`config.mk`:
```
export PLATFORM = sky130hd
export DESIGN_NAME = fmab_norm
export DESIGN_NICKNAME = d
export VERILOG_FILES = /design/src/rtl/fma_pkg.sv /design/src/rtl/fmab_norm_lzc32.sv /design/src/rtl/fmab_norm.sv
export SDC_FILE = /design/constraint.sdc
export NUM_CORES = 1
export LEC_CHECK = 0
export BUFFER_PORTS_ARGS = -buffer_cell sky130_fd_sc_hd__buf_4
export CORE_MARGIN = 4
export CORE_UTILIZATION = 45
export DETAILED_ROUTE_END_ITERATION = 6
export HOLD_SLACK_MARGIN = 0.1
export MAX_ROUTING_LAYER = met4
export PLACE_DENSITY = 0.67
export REMOVE_ABC_BUFFERS = 1
export SLEW_MARGIN = 5
export SYNTH_ARGS = -nofsm -noshare
export SYNTH_HDL_FRONTEND = slang
export SYNTH_HIERARCHICAL = 1
export SYNTH_SLANG_ARGS = --single-unit
```
`constraint.sdc`:
```
create_clock -name clk -period 7.65 [get_ports clk]
set_clock_uncertainty 0.15 [all_clocks]
set_input_delay 0.3825 -clock clk [delete_from_list [all_inputs] [get_ports clk]]
set_output_delay 0.3825 -clock clk [all_outputs]
set_load 0.02 [all_outputs]
```
`src/rtl/fma_pkg.sv`:
```
`default_nettype none
// ============================================================================
// Module      : fma_pkg
// Description : Shared constants and types for the 4-lane bf16 multiply-
//               accumulator and its read-out normalizer.
// Revision    : 1.0 - initial release
// ============================================================================
package fma_pkg;

    localparam int          BF16_EXP_BIAS = 127;
    localparam int          PROD_EXP_BIAS = 254;
    localparam logic [15:0] BF16_INF      = 16'h7F80;

    typedef logic [1:0] lane_idx_t;

    typedef struct packed {
        logic [31:0] acc;
        logic [9:0]  exp;
    } acc_lane_t;

endpackage
`default_nettype wire

```
`src/rtl/fmab_norm_lzc32.sv`:
```
`default_nettype none
// ============================================================================
// Module      : lzc32
// Description : Combinational 32-bit leading-zero count; all-zero input
//               yields 32.
// Revision    : 1.0 - initial release
// ============================================================================
module lzc32 (
    input  logic [31:0] i_data,
    output logic [5:0]  o_count
);

    // Ascending scan so the most significant set bit has the final word.
    always_comb begin
        o_count = 6'd32;
        for (int i = 0; i < 32; i++) begin
            if (i_data[i]) begin
                o_count = 6'(31 - i);
            end
        end
    end

endmodule
`default_nettype wire

```
`src/rtl/fmab_norm.sv`:
```
`default_nettype none
// ============================================================================
// Module      : fmab_norm
// Description : Captures a 4-lane accumulator set and converts it, one lane
//               per cycle, to bf16 (RNE) through a normalize/round pipeline.
// Revision    : 1.0 - initial release
// ============================================================================
module fmab_norm
    import fma_pkg::*;
#(
    parameter int FRAC_BITS = 14,
    parameter int NLANE     = 4
) (
    input  logic        clk,
    input  logic        reset,
    input  logic        in_valid,
    output logic        in_ready,
    input  logic [31:0] acc0,
    input  logic [31:0] acc1,
    input  logic [31:0] acc2,
    input  logic [31:0] acc3,
    input  logic [9:0]  exp0,
    input  logic [9:0]  exp1,
    input  logic [9:0]  exp2,
    input  logic [9:0]  exp3,
    output logic        out_valid,
    input  logic        out_ready,
    output logic [15:0] out_data,
    output logic [1:0]  out_lane,
    output logic        out_last
);

    localparam logic             c_ST_IDLE   = 1'b0;
    localparam logic             c_ST_BUSY   = 1'b1;
    localparam lane_idx_t        c_LAST_LANE = lane_idx_t'(NLANE - 1);
    // Folds the product bias, the bf16 bias and the binary point into one offset.
    localparam logic signed [11:0] c_E_OFS =
        12'(31 + BF16_EXP_BIAS - PROD_EXP_BIAS - FRAC_BITS);

    logic       r_state;
    lane_idx_t  r_cnt;
    logic       r_in_ready;
    acc_lane_t  r_buf [NLANE];

    logic              r_s1_valid;
    logic              r_s1_sign;
    logic [30:0]       r_s1_man;
    logic signed [11:0] r_s1_exp;
    logic              r_s1_zero;
    lane_idx_t         r_s1_lane;

    logic        r_out_valid;
    logic [15:0] r_out_data;
    lane_idx_t   r_out_lane;
    logic        r_out_last;

    logic              w_adv;
    logic              w_issue;
    acc_lane_t         w_lane;
    logic [31:0]       w_mag;
    logic [5:0]        w_lz;
    logic [30:0]       w_nrm;
    logic signed [11:0] w_exp_ext;
    logic signed [11:0] w_e_s1;
    logic              w_zero;

    logic [6:0]        w_m;
    logic              w_g;
    logic              w_s;
    logic              w_rnd;
    logic [7:0]        w_m_inc;
    logic signed [11:0] w_e_rnd;
    logic [15:0]       w_pack;

    assign w_adv   = !r_out_valid || out_ready;
    assign w_issue = (r_state == c_ST_BUSY) && w_adv;

    // ------------------------------------------------------------------
    // Capture/issue control
    // ------------------------------------------------------------------
    always_ff @(posedge clk or posedge reset) begin
        if (reset) begin
            r_state    <= c_ST_IDLE;
            r_cnt      <= '0;
            r_in_ready <= 1'b0;
            for (int i = 0; i < NLANE; i++) begin
                r_buf[i] <= '0;
            end
        end else begin
            case (r_state)
                c_ST_IDLE: begin
                    if (in_valid && r_in_ready) begin
                        r_buf[0]   <= '{acc: acc0, exp: exp0};
                        r_buf[1]   <= '{acc: acc1, exp: exp1};
                        r_buf[2]   <= '{acc: acc2, exp: exp2};
                        r_buf[3]   <= '{acc: acc3, exp: exp3};
                        r_cnt      <= '0;
                        r_state    <= c_ST_BUSY;
                        r_in_ready <= 1'b0;
                    end else begin
                        r_in_ready <= 1'b1;
                    end
                end
                default: begin
                    if (w_adv) begin
                        r_cnt <= r_cnt + lane_idx_t'(1);
                        if (r_cnt == c_LAST_LANE) begin
                            r_state    <= c_ST_IDLE;
                            r_in_ready <= 1'b1;
                        end
                    end
                end
            endcase
        end
    end

    assign in_ready = r_in_ready;

    // ------------------------------------------------------------------
    // Stage 1: magnitude, leading-zero normalize, exponent
    // ------------------------------------------------------------------
    assign w_lane = r_buf[r_cnt];
    assign w_mag  = w_lane.acc[31] ? (~w_lane.acc + 32'd1) : w_lane.acc;

    lzc32 u_lzc (
        .i_data  (w_mag),
        .o_count (w_lz)
    );

    // The implicit leading one is dropped, so only the low 31 bits survive.
    assign w_nrm     = w_mag[30:0] << w_lz;
    assign w_exp_ext = {{2{w_lane.exp[9]}}, w_lane.exp};
    assign w_e_s1    = w_exp_ext + c_E_OFS - $signed({6'd0, w_lz});
    assign w_zero    = (w_mag == '0) || (w_lane.exp == '0);

    always_ff @(posedge clk or posedge reset) begin
        if (reset) begin
            r_s1_valid <= 1'b0;
            r_s1_sign  <= 1'b0;
            r_s1_man   <= '0;
            r_s1_exp   <= '0;
            r_s1_zero  <= 1'b0;
            r_s1_lane  <= '0;
        end else if (w_adv) begin
            r_s1_valid <= w_issue;
            if (w_issue) begin
                r_s1_sign <= w_lane.acc[31];
                r_s1_man  <= w_nrm;
                r_s1_exp  <= w_e_s1;
                r_s1_zero <= w_zero;
                r_s1_lane <= r_cnt;
            end
        end
    end

    // ------------------------------------------------------------------
    // Stage 2: round-to-nearest-even and pack
    // ------------------------------------------------------------------
    assign w_m     = r_s1_man[30:24];
    assign w_g     = r_s1_man[23];
    assign w_s     = |r_s1_man[22:0];
    assign w_rnd   = w_g && (w_s || w_m[0]);
    assign w_m_inc = {1'b0, w_m} + {7'd0, w_rnd};
    assign w_e_rnd = r_s1_exp + $signed({11'd0, w_m_inc[7]});

    always_comb begin
        w_pack = 16'h0000;
        if (r_s1_zero) begin
            w_pack = 16'h0000;
        end else if (w_e_rnd >= 12'sd255) begin
            w_pack = {r_s1_sign, BF16_INF[14:0]};
        end else if (w_e_rnd <= 12'sd0) begin
            w_pack = {r_s1_sign, 15'd0};
        end else begin
            // A mantissa carry leaves w_m_inc[6:0] at zero, as required.
            w_pack = {r_s1_sign, w_e_rnd[7:0], w_m_inc[6:0]};
        end
    end

    always_ff @(posedge clk or posedge reset) begin
        if (reset) begin
            r_out_valid <= 1'b0;
            r_out_data  <= '0;
            r_out_lane  <= '0;
            r_out_last  <= 1'b0;
        end else if (w_adv) begin
            r_out_valid <= r_s1_valid;
            if (r_s1_valid) begin
                r_out_data <= w_pack;
                r_out_lane <= r_s1_lane;
                r_out_last <= (r_s1_lane == c_LAST_LANE);
            end
        end
    end

    assign out_valid = r_out_valid;
    assign out_data  = r_out_data;
    assign out_lane  = r_out_lane;
    assign out_last  = r_out_last;

endmodule
`default_nettype wire
```
# After elaboration in Yosys (flattened, before gate mapping)
# Cells that the tools add are included.
# classes
magnitude_cmp	3
muxes	50
eq_ne	4
n_reduce_logical	16
n_addsub	6
n_shift	1
bitwise	3
# ops
cell	n
$mux W6	32
$bmux W42 S2	1
$mux W42	2
$add A32 B1 Y32 const B	1
$logic_not A32 Y1	1
$mux W32	1
$not A32 Y32	1
$shl A31 B6 Y31	1
$mux W15	2
$reduce_or A23 Y1	1
$mux W16	1
$add A12 B2 Y12	1
$ge A12 B9 Y1 const B	1
$le A12 B1 Y1 const B	1
$sub A11 B7 Y12	1
$add A10 B8 Y11 const B	1
$logic_not A10 Y1	1
$reduce_and A2 Y1	5
$add A7 B1 Y8	1
$mux W1	8
$mux W2	3
$eq A2 B2 Y1 const B	2
$ne A2 B1 Y1 const B	2
$ge A3 B3 Y1 const B	1
7 further kinds	11
# totals
elab_cells	104
register_bits	240

# Logic depth before layout (Yosys ltp)
# Gate-level depths: netlist of run 1.
# depth
ltp_word	40
ltp_mapped	29
mapped_depth_nobuf	27

# By module
# The synthesis of run 1 kept the hierarchy.
# by_module_without_submodules
mod	n_inst	area_each_um2	seq_area_each_um2	cells_per_inst
fmab_norm	1	13648.1	6005.8	1156
lzc32	1	367.9	0.0	65

# Worst setup path after synthesis of run 1
# Ideal clock, no wire load.
# synth_path
kind	reg2reg
from	register r_cnt[0]
to	register r_s1_exp[10]
t_required_ns	7.417
stages_incl_launch_ff	29
period_less_slack_ns	6.598
path_slack_ns	1.052
arrival_ns	6.365
setup_time_ns	0.083
n_path_buf	3
cell_sequence	dfrtp_1 buf_6 mux4_2 inv_1 ha_1 inv_1 nor4_2 o211ai_4 o41ai_1 xor2_1 inv_1 or4_4 o21ai_1 nand2_1 a21boi_1 inv_2 buf_4 buf_1 ha_1 ha_1 a21o_1 a21oi_1 o21bai_1 a21oi_1 nor2b_1 o21a_1 nor3_1 nor2_1 o21ai_0
# synth_via
elab_cells_between_ends	41
# synth_rtl
item	line	rtl
start: declaration	fmab_norm.sv:41	lane_idx_t r_cnt;
start signal: assignment	fmab_norm.sv:106	r_cnt <= r_cnt + lane_idx_t'(1);
$not A2 Y3 (not written as such) *	fmab_norm.sv:122	assign w_lane = r_buf[r_cnt];
$bmux W42 S2 *	fmab_norm.sv:122	
$mux W42 (not written as such) * (2 in a row)	fmab_norm.sv:122	
$not A32 Y32	fmab_norm.sv:123	assign w_mag = w_lane.acc[31] ? (~w_lane.acc + 32'd1) : w_lane.acc;
$add A32 B1 Y32	fmab_norm.sv:123	
$mux W32 *	fmab_norm.sv:123	
named net w_mag[14]	fmab_norm.sv:60	logic [31:0] w_mag;
$mux W6 * (18 in a row)	fmab_norm_lzc32.sv:17	if (i_data[i]) begin
named net w_lz[2]	fmab_norm.sv:61	logic [5:0] w_lz;
$sub A11 B7 Y12 *	fmab_norm.sv:133	assign w_e_s1 = w_exp_ext + c_E_OFS - $signed({6'd0, w_lz});
end signal: assignment	fmab_norm.sv:149	r_s1_exp <= w_e_s1;
end: declaration	fmab_norm.sv:48	logic signed [11:0] r_s1_exp;
# Mark *: on every way through the listed nets, which the timed path passes. The rest lies on a longest branch. The select of a mux whose other input is x is not followed.
# A chain may end at the register's enable or synchronous reset.

# Worst setup path after layout of run 1
# layout_path
from	register r_cnt[0]
to	register r_s1_exp[9]
# layout_via
elab_cells_between_ends	41
# layout_rtl
item	line
$not A2 Y3 (not written as such) *	fmab_norm.sv:122
$bmux W42 S2 *	fmab_norm.sv:122
$mux W42 (not written as such) * (2 in a row)	fmab_norm.sv:122
$not A32 Y32	fmab_norm.sv:123
$add A32 B1 Y32	fmab_norm.sv:123
$mux W32 *	fmab_norm.sv:123
named net w_mag[26]	fmab_norm.sv:60
$mux W6 * (6 in a row)	fmab_norm_lzc32.sv:17
named net w_lz[1]	fmab_norm.sv:61
$sub A11 B7 Y12 *	fmab_norm.sv:133
# Marked as above.

==> reports/qor.log, run 1 <==
qor: drt.vias 11,600
qor: drt.avgViaCountPerCell 5.81
qor: global_route.gr-total-overflow 0
qor: setup_path.worst_setup_path_end_kind flop
qor: sta.slew_headroom 33.6%
qor: global_route.grt_antenna_before_repair 1
qor: setup_path.slowest_delay 0.80 ns
qor: hold_path.worst_hold_path_type input pin to flop
qor: logic_synthesis.synth-seq-cells 240
qor: sta.report.final.slew_viol_count 0
qor: drt.detail_route.first_pass.iterations 6
qor: drt.drc 0
qor: clock_network.clock_tree.root_cell clkbuf_16
qor: logic_synthesis.synth_seq_area_share 42.8%
qor: setup_path.worst-endpoint-required 7.88 ns
qor: floorplanning.top_level_ports 193
qor: global_route.global_route.usage.total 25.5%
qor: setup_path.worst_path_most_repeated_cell inv_1
qor: drt.wire_per_inst 21.3 um
qor: sta.timing.final.hold_violations 0
qor: run.timing.max_cap.violations 0
qor: cells_and_area.final_layout_size_suffix_gt1_share 33.8%
qor: floorplanning.die_area 34,000 um^2
qor: setup_path.cp.arrival 7.22 ns
qor: drt.first_iter_violations 782
qor: cells_and_area.area_delta_synth_final 32.6%
qor: run_status.status finished clean
qor: floorplanning.floorplan.rows 64
qor: logic_synthesis.syn-mean-instance-area 11.5 um^2
qor: sta.timing_worst_slew_pin_value 0.988 ns
qor: clock_network.cts_buffer_depth 3
qor: placed_design.dp_hpwl 29.2 mm
qor: global_route.grt_max_degree 157
qor: sta.period_share 91.3%
qor: floorplanning.die_w 184 um
qor: logic_synthesis.synth_cells 1,221
qor: setup_path.critPathMaxFanout 32
qor: setup_path.cp-start-kind flop
qor: sta.maxClockFrequency 143 MHz
qor: drt.detail-route-antenna-nets 0
qor: clock_network.clk_pin_slew_worst_paths 0.06 ns
qor: logic_synthesis.synth-main-ff-cell dfrtp_1
qor: sta.tns 0 ns
qor: sta.setup_repair_after_global_routing_missed_its_margin no
qor: floorplanning.fp.dieH 184 um
qor: placed_design.numPortBuffers 192
qor: setup_path.critical_path.slowest_cell mux4_1
qor: logic_synthesis.synth.distinct_cells 90
qor: clock_network.htree_num_levels 1
qor: placed_design.finalWeightedCongestion 0.979
qor: floorplanning.core_area 30,700 um^2
qor: drt.finalWirelength 42.6 mm
qor: clock_network.clkLatencyLatePin 0.55 ns
qor: logic_synthesis.ys_warns 6
qor: clock_network.clock_sinks 240
qor: global_route.first_global_vias 12,200
qor: clock_network.clock_tree_from_tritoncts built
qor: sta.timing.final.setup_violations 0
qor: floorplanning.floorplan.initialDensity 45.7%
qor: logic_synthesis.synthesis.area 14,000 um^2
qor: clock_network.cts-buffers-inserted 27
qor: setup_path.timing.setup.critical_path_class flop to flop
qor: cells_and_area.layout.nets 1,776
qor: global_route.global_route_wire_length_before_repair 67.0 mm
qor: sta.final.min_clock_period 6.99 ns
qor: logic_synthesis.count_of_flip_flops_with_a_built_in_enable_after_synthesis 0
qor: logic_synthesis.fraction_of_synthesis_flops_using_an_asynchronous_set_or_reset_pin 100%
==> final cells by class <==
type	instances	area, um^2
clock buffer	34	772
clock inverter	16	170
antenna	1	2.50
timing repair buffer	404	3480
inverter	49	191
multi-input combinational	862	7460
tap	396	495
fill	2418	12100
sequential	240	6010
==> stage by stage <==
stage                     cell area [um^2]  hold WS (ns)  instances  utilization (%)  setup slack, ns
final                                18600         0.131       2002             60.6            0.663
after global routing                 18600         0.138       2002             60.6            0.163
after CTS                            18600         0.104       2000             60.5            0.470
after detailed placement             15900         0.312       1781             51.9            0.517
after global placement               15900         0.299       1781             51.9            0.446
after floorplan                      13600         0.286       1151                -            -1.90
==> synth_stat cells (all sizes together) (6+ instances only) <==
cell | instances | area [um^2]
a31oi | 9 | 56.3
mux4 | 53 | 1240
mux2i | 22 | 220
a41oi | 6 | 52.6
a21o | 6 | 45.0
o21a | 9 | 67.6
mux2 | 187 | 2110
buf | 17 | 131
xor2 | 19 | 174
nand3 | 21 | 105
or2 | 7 | 46.3
clkbuf | 53 | 240
a221o | 10 | 100
nor4 | 24 | 184
ha | 19 | 238
nor2 | 60 | 228
a21oi | 20 | 100
inv | 47 | 176
dfrtp | 240 | 6010
o21ai | 58 | 290
o31ai | 13 | 97.6
o221ai | 9 | 78.8
nand2 | 101 | 379
or3 | 9 | 57.6
and3 | 8 | 50.1
o211ai | 6 | 58.8
nand4 | 6 | 37.5
or4 | 13 | 105
and2 | 6 | 37.5
xnor2 | 25 | 219
a22o | 13 | 114
a22oi | 11 | 82.6
nor3 | 32 | 160
a211oi | 6 | 45.0
==> timing repair <==
item	in CTS	in global routing
gates resized for setup	0	0
endpoints found under the hold margin	285	0
setup buffers	0	1
endpoints found under the setup margin	0	2
hold buffers	169	0
==> final timing paths <==
check / start / end / slack, ns / cells past startpoint
hold reg to reg: r_s1_valid / out_valid / 0.33 / 2
setup / recovery: r_cnt[0] / r_s1_exp[9] / 0.66 / 29
setup reg to reg: r_cnt[0] / r_s1_exp[9] / 0.66 / 29
max in group asynchronous: reset / r_buf[130] / 5.55 / 4
min in group asynchronous: reset / r_buf[59] / 0.41 / 3
hold / removal: out_ready / out_valid / 0.13 / 3
==> critical path: cells and delay by family, from the launching register on <==
family / cells / cell delay (ns)
muxes: 1 / 0.80
xor gates and xnor gates: 2 / 0.47
adders and majority gates: 4 / 0.79
DFF: 1 / 0.65
AOI/OAI and AO/OA: 10 / 1.90
and+or+nand+nor: 4 / 1.01
buffers and inverters: 8 / 1.07
==> per-layer routing <==
metal | vias to the layer above | part of all wire (%) | GRT usage (%)
met3 | 95 | 6.0 | 3.97
met4 | 0 | 3.1 | 7.13
met2 | 440 | 50 | 42.8
met1 | 5743 | 41 | 32.4
li1 | 5346 | - | -
met5 | - | 0 | -
==> sequential cells by signal, indices dropped and copies added, names as in the netlist <==
signal and cells:
r_s1_valid 1, r_buf 168, r_state 1, out_data 16
r_s1_zero 1, out_valid 1, in_ready 1, out_lane 2
r_s1_exp 12, r_s1_sign 1, r_s1_lane 2, out_last 1
r_cnt 2, r_s1_man 31
==> layout by cell type (no fill, tap or decap), types with 13 or more instances in the layout <==
master,n
o21ai_0,55
ha_1,19
nand3_1,21
mux2_2,186
nand2_1,100
inv_1,44
nor3_1,32
nor4_1,20
mux4_2,41
mux2i_1,22
dlygate4sd3_1,169
a22o_1,13
buf_4,233
clkbuf_16,27
xor2_1,18
xnor2_1,25
dfrtp_1,238
o31ai_1,13
nor2_1,59
a21oi_1,20
==> kinds of logic after synthesis <==
family | Yosys count | synth area share, %
AND/OR/NAND/NOR | 309 | 11.2
XOR/XNOR | 44 | 2.80
multiplexers | 262 | 25.4
AO/OA/AOI/OAI | 227 | 11.9
adder cells (fa/ha/maj) | 20 | 1.84
buffers and inverters | 119 | 3.96
flip-flops | 240 | 42.8
Power of run 1 is left out: the tool's default activity adds up to more than one toggle a clock period on the data nets, which glitch-free logic cannot reach.
==> run 2, diff against run 1 <==
CORE_UTILIZATION = 33   (was 45)
PLACE_DENSITY = default   (was 0.67)
==> run 2 against run 1 <==
  * Hold slack improved by 0.19 ns
  * Non-clock buffer count fell by 4
  * Setup slack got worse by 0.074 ns
  * Via count fell by 0.79%
  * Sequential cell count did not move
  * Die area rose by 35%
  * Critical path type unchanged
  * First-iteration DRC count rose by 3.1%
  * Count of clock-buffer cells in the layout rose by 1
  * Register-to-register slack got worse by 0.07 ns
  * Sequential share of layout area fell by 0.23 points
  * Critical endpoint unchanged
==> reports/qor.log, run 2 (synthesis gave the netlist of run 1 again) <==
qor: setup_path.timing.setup.critical_path_class flop to flop [unchanged]
qor: sta.final.min_clock_period 7.06 ns [was 6.99 ns]
qor: setup_path.cp-startpoint r_cnt[0] [unchanged]
qor: clock_network.clock_sinks 240 [unchanged]
qor: sta.report.final.slew_viol_count 0 [unchanged]
qor: clock_network.clock_tree.root_cell clkbuf_16 [unchanged]
qor: setup_path.reg2reg_depth 28 [was 29]
qor: drt.wire_per_inst 20.7 um [was 21.3 um]
qor: clock_network.clock_tree_from_tritoncts built [unchanged]
qor: cells_and_area.flip_flop_count_of_the_largest_register_after_layout 168 [unchanged]
qor: cells_and_area.layout.cells.most_common_list 238 x dfrtp_1, 228 x buf_4, 186 x mux2_2 [was 238 x dfrtp_1, 233 x buf_4, 186 x mux2_2]
qor: run.timing.max_cap.violations 0 [unchanged]
qor: drt.detail_route.first_pass.iterations 7 [was 6]
qor: hold_path.worst_hold_path_type flop to flop [was input pin to flop]
qor: global_route.grt_antenna_before_repair 1 [unchanged]
qor: sta.timing_worst_slew_pin_value 1.13 ns [was 0.988 ns]
qor: drt.detail-route-antenna-nets 0 [unchanged]
qor: cells_and_area.layout.nets 1,772 [was 1,776]
qor: placed_design.dp_hpwl 31.3 mm [was 29.2 mm]
qor: hold_path.worstHoldPathCells 2 [was 3]
qor: cells_and_area.post_layout_nonfiller_instances 2,138 [was 2,002]
qor: placed_design.postPlaceCellArea 16,100 um^2 [was 15,900 um^2]
qor: setup_path.worst_path_most_repeated_cell inv_1 [unchanged]
qor: clock_network.htree_num_levels 1 [unchanged]
qor: sta.fin_ws 0.589 ns [was 0.663 ns]
qor: hold_path.worstHoldStart r_s1_valid [was out_ready]
qor: floorplanning.fp.dieH 214 um [was 184 um]
qor: setup_path.cp-start-kind flop [unchanged]
qor: floorplanning.die_w 214 um [was 184 um]
qor: setup_path.regToRegStartpoint r_cnt[0] [unchanged]
qor: floorplanning.floorplan.rows 75 [was 64]
qor: drt.vias 11,500 [was 11,600]
qor: setup_path.worst-path-buf-inv 7 [was 8]
qor: cells_and_area.post-route-cell-area 18,700 um^2 [was 18,600 um^2]
qor: run_status.status finished clean [unchanged]
qor: clock_network.clkLatencyLatePin 0.56 ns [was 0.55 ns]
qor: clock_network.clk_pin_slew_worst_paths 0.06 ns [about the same]
qor: sta.timing.final.setup_violations 0 [unchanged]
qor: setup_path.worst-endpoint-required 7.91 ns [was 7.88 ns]
qor: hold_path.hold_path_end out_valid [unchanged]
qor: placed_design.numPortBuffers 192 [unchanged]
qor: cells_and_area.nFillCells 3,814 [was 2,418]
qor: sta.timing.final.hold_violations 0 [unchanged]
qor: sta.period_share 92.3% [was 91.3%]
qor: cells_and_area.regMostFlops r_buf [unchanged]
qor: clock_network.cts-buffers-inserted 27 [unchanged]
qor: cells_and_area.multi_input_area 7460 um^2 [unchanged]
qor: cells_and_area.register_area 6010 um^2 [unchanged]
qor: setup_path.worst-r2r-setup-slack 0.59 ns [was 0.66 ns]
qor: cells_and_area.final_common_cell dfrtp_1 [unchanged]
qor: global_route.global_route.usage.total 19.3% [was 25.5%]
qor: setup_path.worst_path_dominant_cell_family compound AO/OA/AOI/OAI gates [unchanged]
qor: global_route.gr-total-overflow 0 [unchanged]
qor: global_route.grt_max_degree 100 [was 157]
qor: clock_network.cts_buffer_depth 3 [unchanged]
qor: cells_and_area.final_layout_size_suffix_gt1_share 33.4% [was 33.8%]
qor: setup_path.worst_setup_path_end_kind flop [unchanged]
qor: sta.slew_headroom 24.6% [was 33.6%]
qor: setup_path.r2r_end r_s1_exp[9] [unchanged]
qor: cells_and_area.area_delta_synth_final 33.6% [was 32.6%]
qor: floorplanning.floorplan.initialDensity 33.4% [was 45.7%]
qor: drt.drc 0 [unchanged]
qor: floorplanning.top_level_ports 193 [unchanged]
qor: global_route.first_global_vias 12,200 [about the same]
qor: placed_design.dpl_worst_slack 0.602 ns [was 0.517 ns]
qor: sta.maxClockFrequency 142 MHz [was 143 MHz]
qor: drt.finalWirelength 44.3 mm [was 42.6 mm]
qor: setup_path.slowest_delay 0.78 ns [was 0.80 ns]
qor: drt.first_iter_violations 806 [was 782]
qor: setup_path.critical_path.slowest_cell mux4_1 [unchanged]
qor: global_route.global_route_wire_length_before_repair 69.6 mm [was 67.0 mm]
qor: setup_path.cp.arrival 7.32 ns [was 7.22 ns]
qor: floorplanning.die_area 45,800 um^2 [was 34,000 um^2]
qor: drt.avgViaCountPerCell 5.39 [was 5.81]
qor: setup_path.critPathMaxFanout 32 [unchanged]
qor: placed_design.finalWeightedCongestion 0.961 [was 0.979]
qor: clock_network.post-cts-setup-buffers 0 [unchanged]
qor: sta.setup_repair_after_global_routing_missed_its_margin no [unchanged]
qor: floorplanning.core_area 41,900 um^2 [was 30,700 um^2]
qor: placed_design.placedCellCount 1,920 [was 1,781]
run 2: cell count changes in the layout (fill, tap and decap cells not counted):
cell	before	now
dlygate4sd3_1	169	170
buf_4	233	228
clkbuf_8	7	6
clkinv_4	0	3
clkbuf_1	0	2
inv_6	2	1
clkinv_2	8	2
run 2: worst max path at each step:
| stage | endpoint | slack [ns] | depth (start not counted) |
|---|---|---|---|
| 2_1_floorplan | r_s1_man[30] | -1.90 | 22 |
| 4_1_cts | r_s1_exp[9] | 0.56 | 28 |
| 3_3_place_gp | r_s1_exp[9] | 0.74 | 28 |
| 3_5_place_dp | r_s1_exp[9] | 0.60 | 28 |
| 5_1_grt | r_s1_exp[9] | 0.05 | 28 |
| 6_report | r_s1_exp[9] | 0.59 | 28 |
run 2: metrics by stage:
stage	TNS (ns)	util, %	hold slack, ns
2_1_floorplan	-49.71	-	0.286
3_3_place_gp	0	38.4	0.300
3_5_place_dp	0	38.4	0.299
4_1_cts	0	44.6	0.308
5_1_grt	0	44.6	0.337
6_report	0	44.6	0.319
run 2: worst min-delay path: stages (launching register included):
cell     delay, ns
dfrtp_1       0.34
inv_1         0.05
nand2_1       0.05
run 2: repair_timing:
action                    in CTS  in global routing
hold endpoints to repair     266                  0
hold buffers                 170                  0
resized for setup              0                  0
run 2: final cells by class:
cell class	count	area share [%]
antenna	1	0.0134
clock buffer	35	4.09
clock inverter	12	0.842
inverter	49	1.02
multi-input combinational	862	39.9
sequential	240	32.1
tap	539	3.60
timing repair buffer	400	18.4
run 2: per-layer routing:
| metal | GRT usage (%) | routed length [um] |
|---|---|---|
| met2 | 32.2 | 21500 |
| met4 | 5.58 | 1420 |
| met5 | - | 0 |
| met3 | 3.33 | 2560 |
| met1 | 24.4 | 18900 |
Power of run 2 is left out for the same reason.
==> run 3, diff against run 2 <==
CTS_CLUSTER_DIAMETER = 120   (was default)
PLACE_DENSITY_LB_ADDON = 0.08   (was default)
==> run 3 against run 2 <==
  * Cell area barely moved
  * Die area unchanged
  * Critical path depth down 4
  * Fmax fell by 1.3%
  * Sequential share of layout area hardly changed
  * Sequential cell count did not move
  * Non-clock buffer count up 5
  * Highest routed layer unchanged
==> reports/qor.log, run 3 (synthesis gave the netlist of run 1 again) <==
qor: global_route.grt_max_degree 98 [was 100]
qor: setup_path.timing.setup.critical_path_class flop to flop [unchanged]
qor: clock_network.clock_tree.root_cell clkbuf_16 [unchanged]
qor: clock_network.cts_buffer_depth 3 [unchanged]
qor: hold_path.hold_path_end out_valid [unchanged]
qor: drt.finalWirelength 45.0 mm [was 44.3 mm]
qor: setup_path.worst-r2r-setup-slack 0.49 ns [was 0.59 ns]
qor: cells_and_area.final_common_cell dfrtp_1 [unchanged]
qor: placed_design.postPlaceCellArea 16,100 um^2 [about the same]
qor: sta.maxClockFrequency 140 MHz [was 142 MHz]
qor: sta.timing.final.setup_violations 0 [unchanged]
qor: global_route.gr-total-overflow 0 [unchanged]
qor: global_route.global_route.usage.total 20.0% [was 19.3%]
qor: clock_network.post-cts-setup-buffers 0 [unchanged]
qor: floorplanning.fp.dieH 214 um [unchanged]
qor: floorplanning.floorplan.rows 75 [unchanged]
qor: placed_design.finalWeightedCongestion 0.955 [was 0.961]
qor: drt.avgViaCountPerCell 5.34 [was 5.39]
qor: sta.report.final.slew_viol_count 0 [unchanged]
qor: drt.detail-route-antenna-nets 0 [unchanged]
qor: cells_and_area.post-route-cell-area 18,700 um^2 [about the same]
qor: floorplanning.floorplan.initialDensity 33.4% [unchanged]
qor: hold_path.worst_hold_path_type flop to flop [unchanged]
qor: setup_path.r2r_end r_s1_exp[9] [unchanged]
qor: setup_path.worst-endpoint-required 7.90 ns [was 7.91 ns]
qor: placed_design.dp_hpwl 33.3 mm [was 31.3 mm]
qor: sta.final.min_clock_period 7.16 ns [was 7.06 ns]
qor: sta.period_share 93.5% [was 92.3%]
qor: sta.slew_headroom 34.2% [was 24.6%]
qor: sta.setup_repair_after_global_routing_missed_its_margin no [unchanged]
qor: sta.timing.final.hold_violations 0 [unchanged]
qor: hold_path.worstHoldStart r_s1_valid [unchanged]
qor: setup_path.worst_setup_path_end_kind flop [unchanged]
qor: drt.first_iter_violations 701 [was 806]
qor: placed_design.numPortBuffers 192 [unchanged]
qor: floorplanning.die_area 45,800 um^2 [unchanged]
qor: clock_network.clock_tree_from_tritoncts built [unchanged]
qor: cells_and_area.final_layout_size_suffix_gt1_share 33.5% [was 33.4%]
qor: floorplanning.top_level_ports 193 [unchanged]
qor: drt.vias 11,500 [about the same]
qor: cells_and_area.area_delta_synth_final 33.6% [about the same]
qor: floorplanning.core_area 41,900 um^2 [unchanged]
qor: clock_network.htree_num_levels 1 [unchanged]
qor: clock_network.clkLatencyLatePin 0.55 ns [was 0.56 ns]
qor: clock_network.cts-buffers-inserted 28 [was 27]
qor: clock_network.clock_sinks 240 [unchanged]
qor: setup_path.cp-start-kind flop [unchanged]
qor: clock_network.clk_pin_slew_worst_paths 0.06 ns [about the same]
qor: global_route.grt_antenna_before_repair 2 [was 1]
qor: drt.drc 0 [unchanged]
qor: setup_path.regToRegStartpoint r_cnt[0] [unchanged]
qor: cells_and_area.layout.cells.most_common_list 238 x dfrtp_1, 235 x buf_4, 186 x mux2_2 [was 238 x dfrtp_1, 228 x buf_4, 186 x mux2_2]
qor: run_status.status finished clean [unchanged]
qor: cells_and_area.regMostFlops r_buf [unchanged]
qor: run.timing.max_cap.violations 0 [unchanged]
qor: drt.detail_route.first_pass.iterations 5 [was 7]
qor: cells_and_area.final_core_utilization 44.6% [about the same]
qor: global_route.first_global_vias 12,100 [was 12,200]
qor: cells_and_area.nFillCells 3,923 [was 3,814]
qor: cells_and_area.flip_flop_count_of_the_largest_register_after_layout 168 [unchanged]
qor: cells_and_area.layout.nets 1,778 [was 1,772]
qor: global_route.global_route_wire_length_before_repair 71.4 mm [was 69.6 mm]
qor: drt.wire_per_inst 21.0 um [was 20.7 um]
qor: setup_path.reg2reg_depth 24 [was 28]
qor: hold_path.worstHoldPathCells 2 [unchanged]
qor: sta.timing_worst_slew_pin_value 0.978 ns [was 1.13 ns]
qor: setup_path.cp.arrival 7.41 ns [was 7.32 ns]
qor: setup_path.critPathMaxFanout 17 [was 32]
qor: floorplanning.die_w 214 um [unchanged]
[run 3: changes by cell type in the layout (fill, tap and decap cells not counted), moves of 2 or more]
cell,delta
clkinv_2,+5
clkbuf_8,-3
clkbuf_1,+5
buf_12,-2
clkbuf_16,+2
buf_4,+7
clkinv_4,-2
clkinvlp_4,-3
[run 3: worst max-delay path: stages, from the launching register on]
cell and delay, ns:
dfrtp_4 0.64, buf_4 0.32, mux4_2 0.66, or4_1 0.79, nor4_4 0.42, a211oi_1 0.18, nor3_1 0.57, inv_1 0.24
nor3_1 0.22, o2111ai_1 0.21, a221oi_2 0.35, buf_4 0.26, ha_1 0.16, inv_1 0.04, ha_1 0.19, inv_1 0.07
fa_1 0.20, inv_1 0.05, a21oi_1 0.14, o21bai_1 0.11, a21o_1 0.20, a21o_1 0.20, a211oi_1 0.37, xnor2_1 0.16
o21ai_0 0.09
[run 3: layout make-up]
class                      instances  area [um^2]  area share, %
tap                              539          674           3.60
sequential                       240         6010           32.1
inverter                          49          191           1.02
clock inverter                    10          104          0.555
multi-input combinational        862         7480           39.9
timing repair buffer             405         3470           18.5
clock buffer                      39          793           4.24
antenna                            2         5.00         0.0267
[run 3: metal layers]
| layer | up-vias | global-route usage, % | wire, um |
|---|---|---|---|
| li1 | 5360 | - | - |
| met1 | 5691 | 25.6 | 19400 |
| met2 | 331 | 33.4 | 22100 |
| met3 | 76 | 2.83 | 1990 |
| met4 | 0 | 5.66 | 1470 |
| met5 | - | - | 0 |
[run 3: through the flow]
| stage | setup WS, ns | TNS, ns | hold slack (ns) | std cells |
|---|---|---|---|---|
| floorplan | -1.90 | -49.71 | 0.286 | 1151 |
| global placement | 0.462 | 0 | 0.306 | 1925 |
| detailed placement | 0.429 | 0 | 0.307 | 1925 |
| CTS | 0.413 | 0 | 0.330 | 2144 |
| global route | 0.0408 | 0 | 0.358 | 2146 |
| finish | 0.494 | 0 | 0.327 | 2146 |
[run 3: worst max path at each step]
stage	slack [ns]	startpoint	cells past startpoint	to
6_report	0.49	r_cnt[0]	24	r_s1_exp[9]
5_1_grt	0.04	r_cnt[0]	25	r_s1_exp[9]
4_1_cts	0.41	r_cnt[0]	25	r_s1_exp[9]
3_5_place_dp	0.43	r_cnt[0]	25	r_s1_exp[9]
3_3_place_gp	0.46	r_cnt[0]	25	r_s1_exp[9]
2_1_floorplan	-1.90	r_cnt[0]	22	r_s1_man[30]
[run 3: timing repair]
item                                    4_1_cts  5_1_grt
endpoints found under the setup margin        0        2
hold buffers                                170        0
resized for setup                             0        2
endpoints found under the hold margin       264        0
Power of run 3 is left out for the same reason.
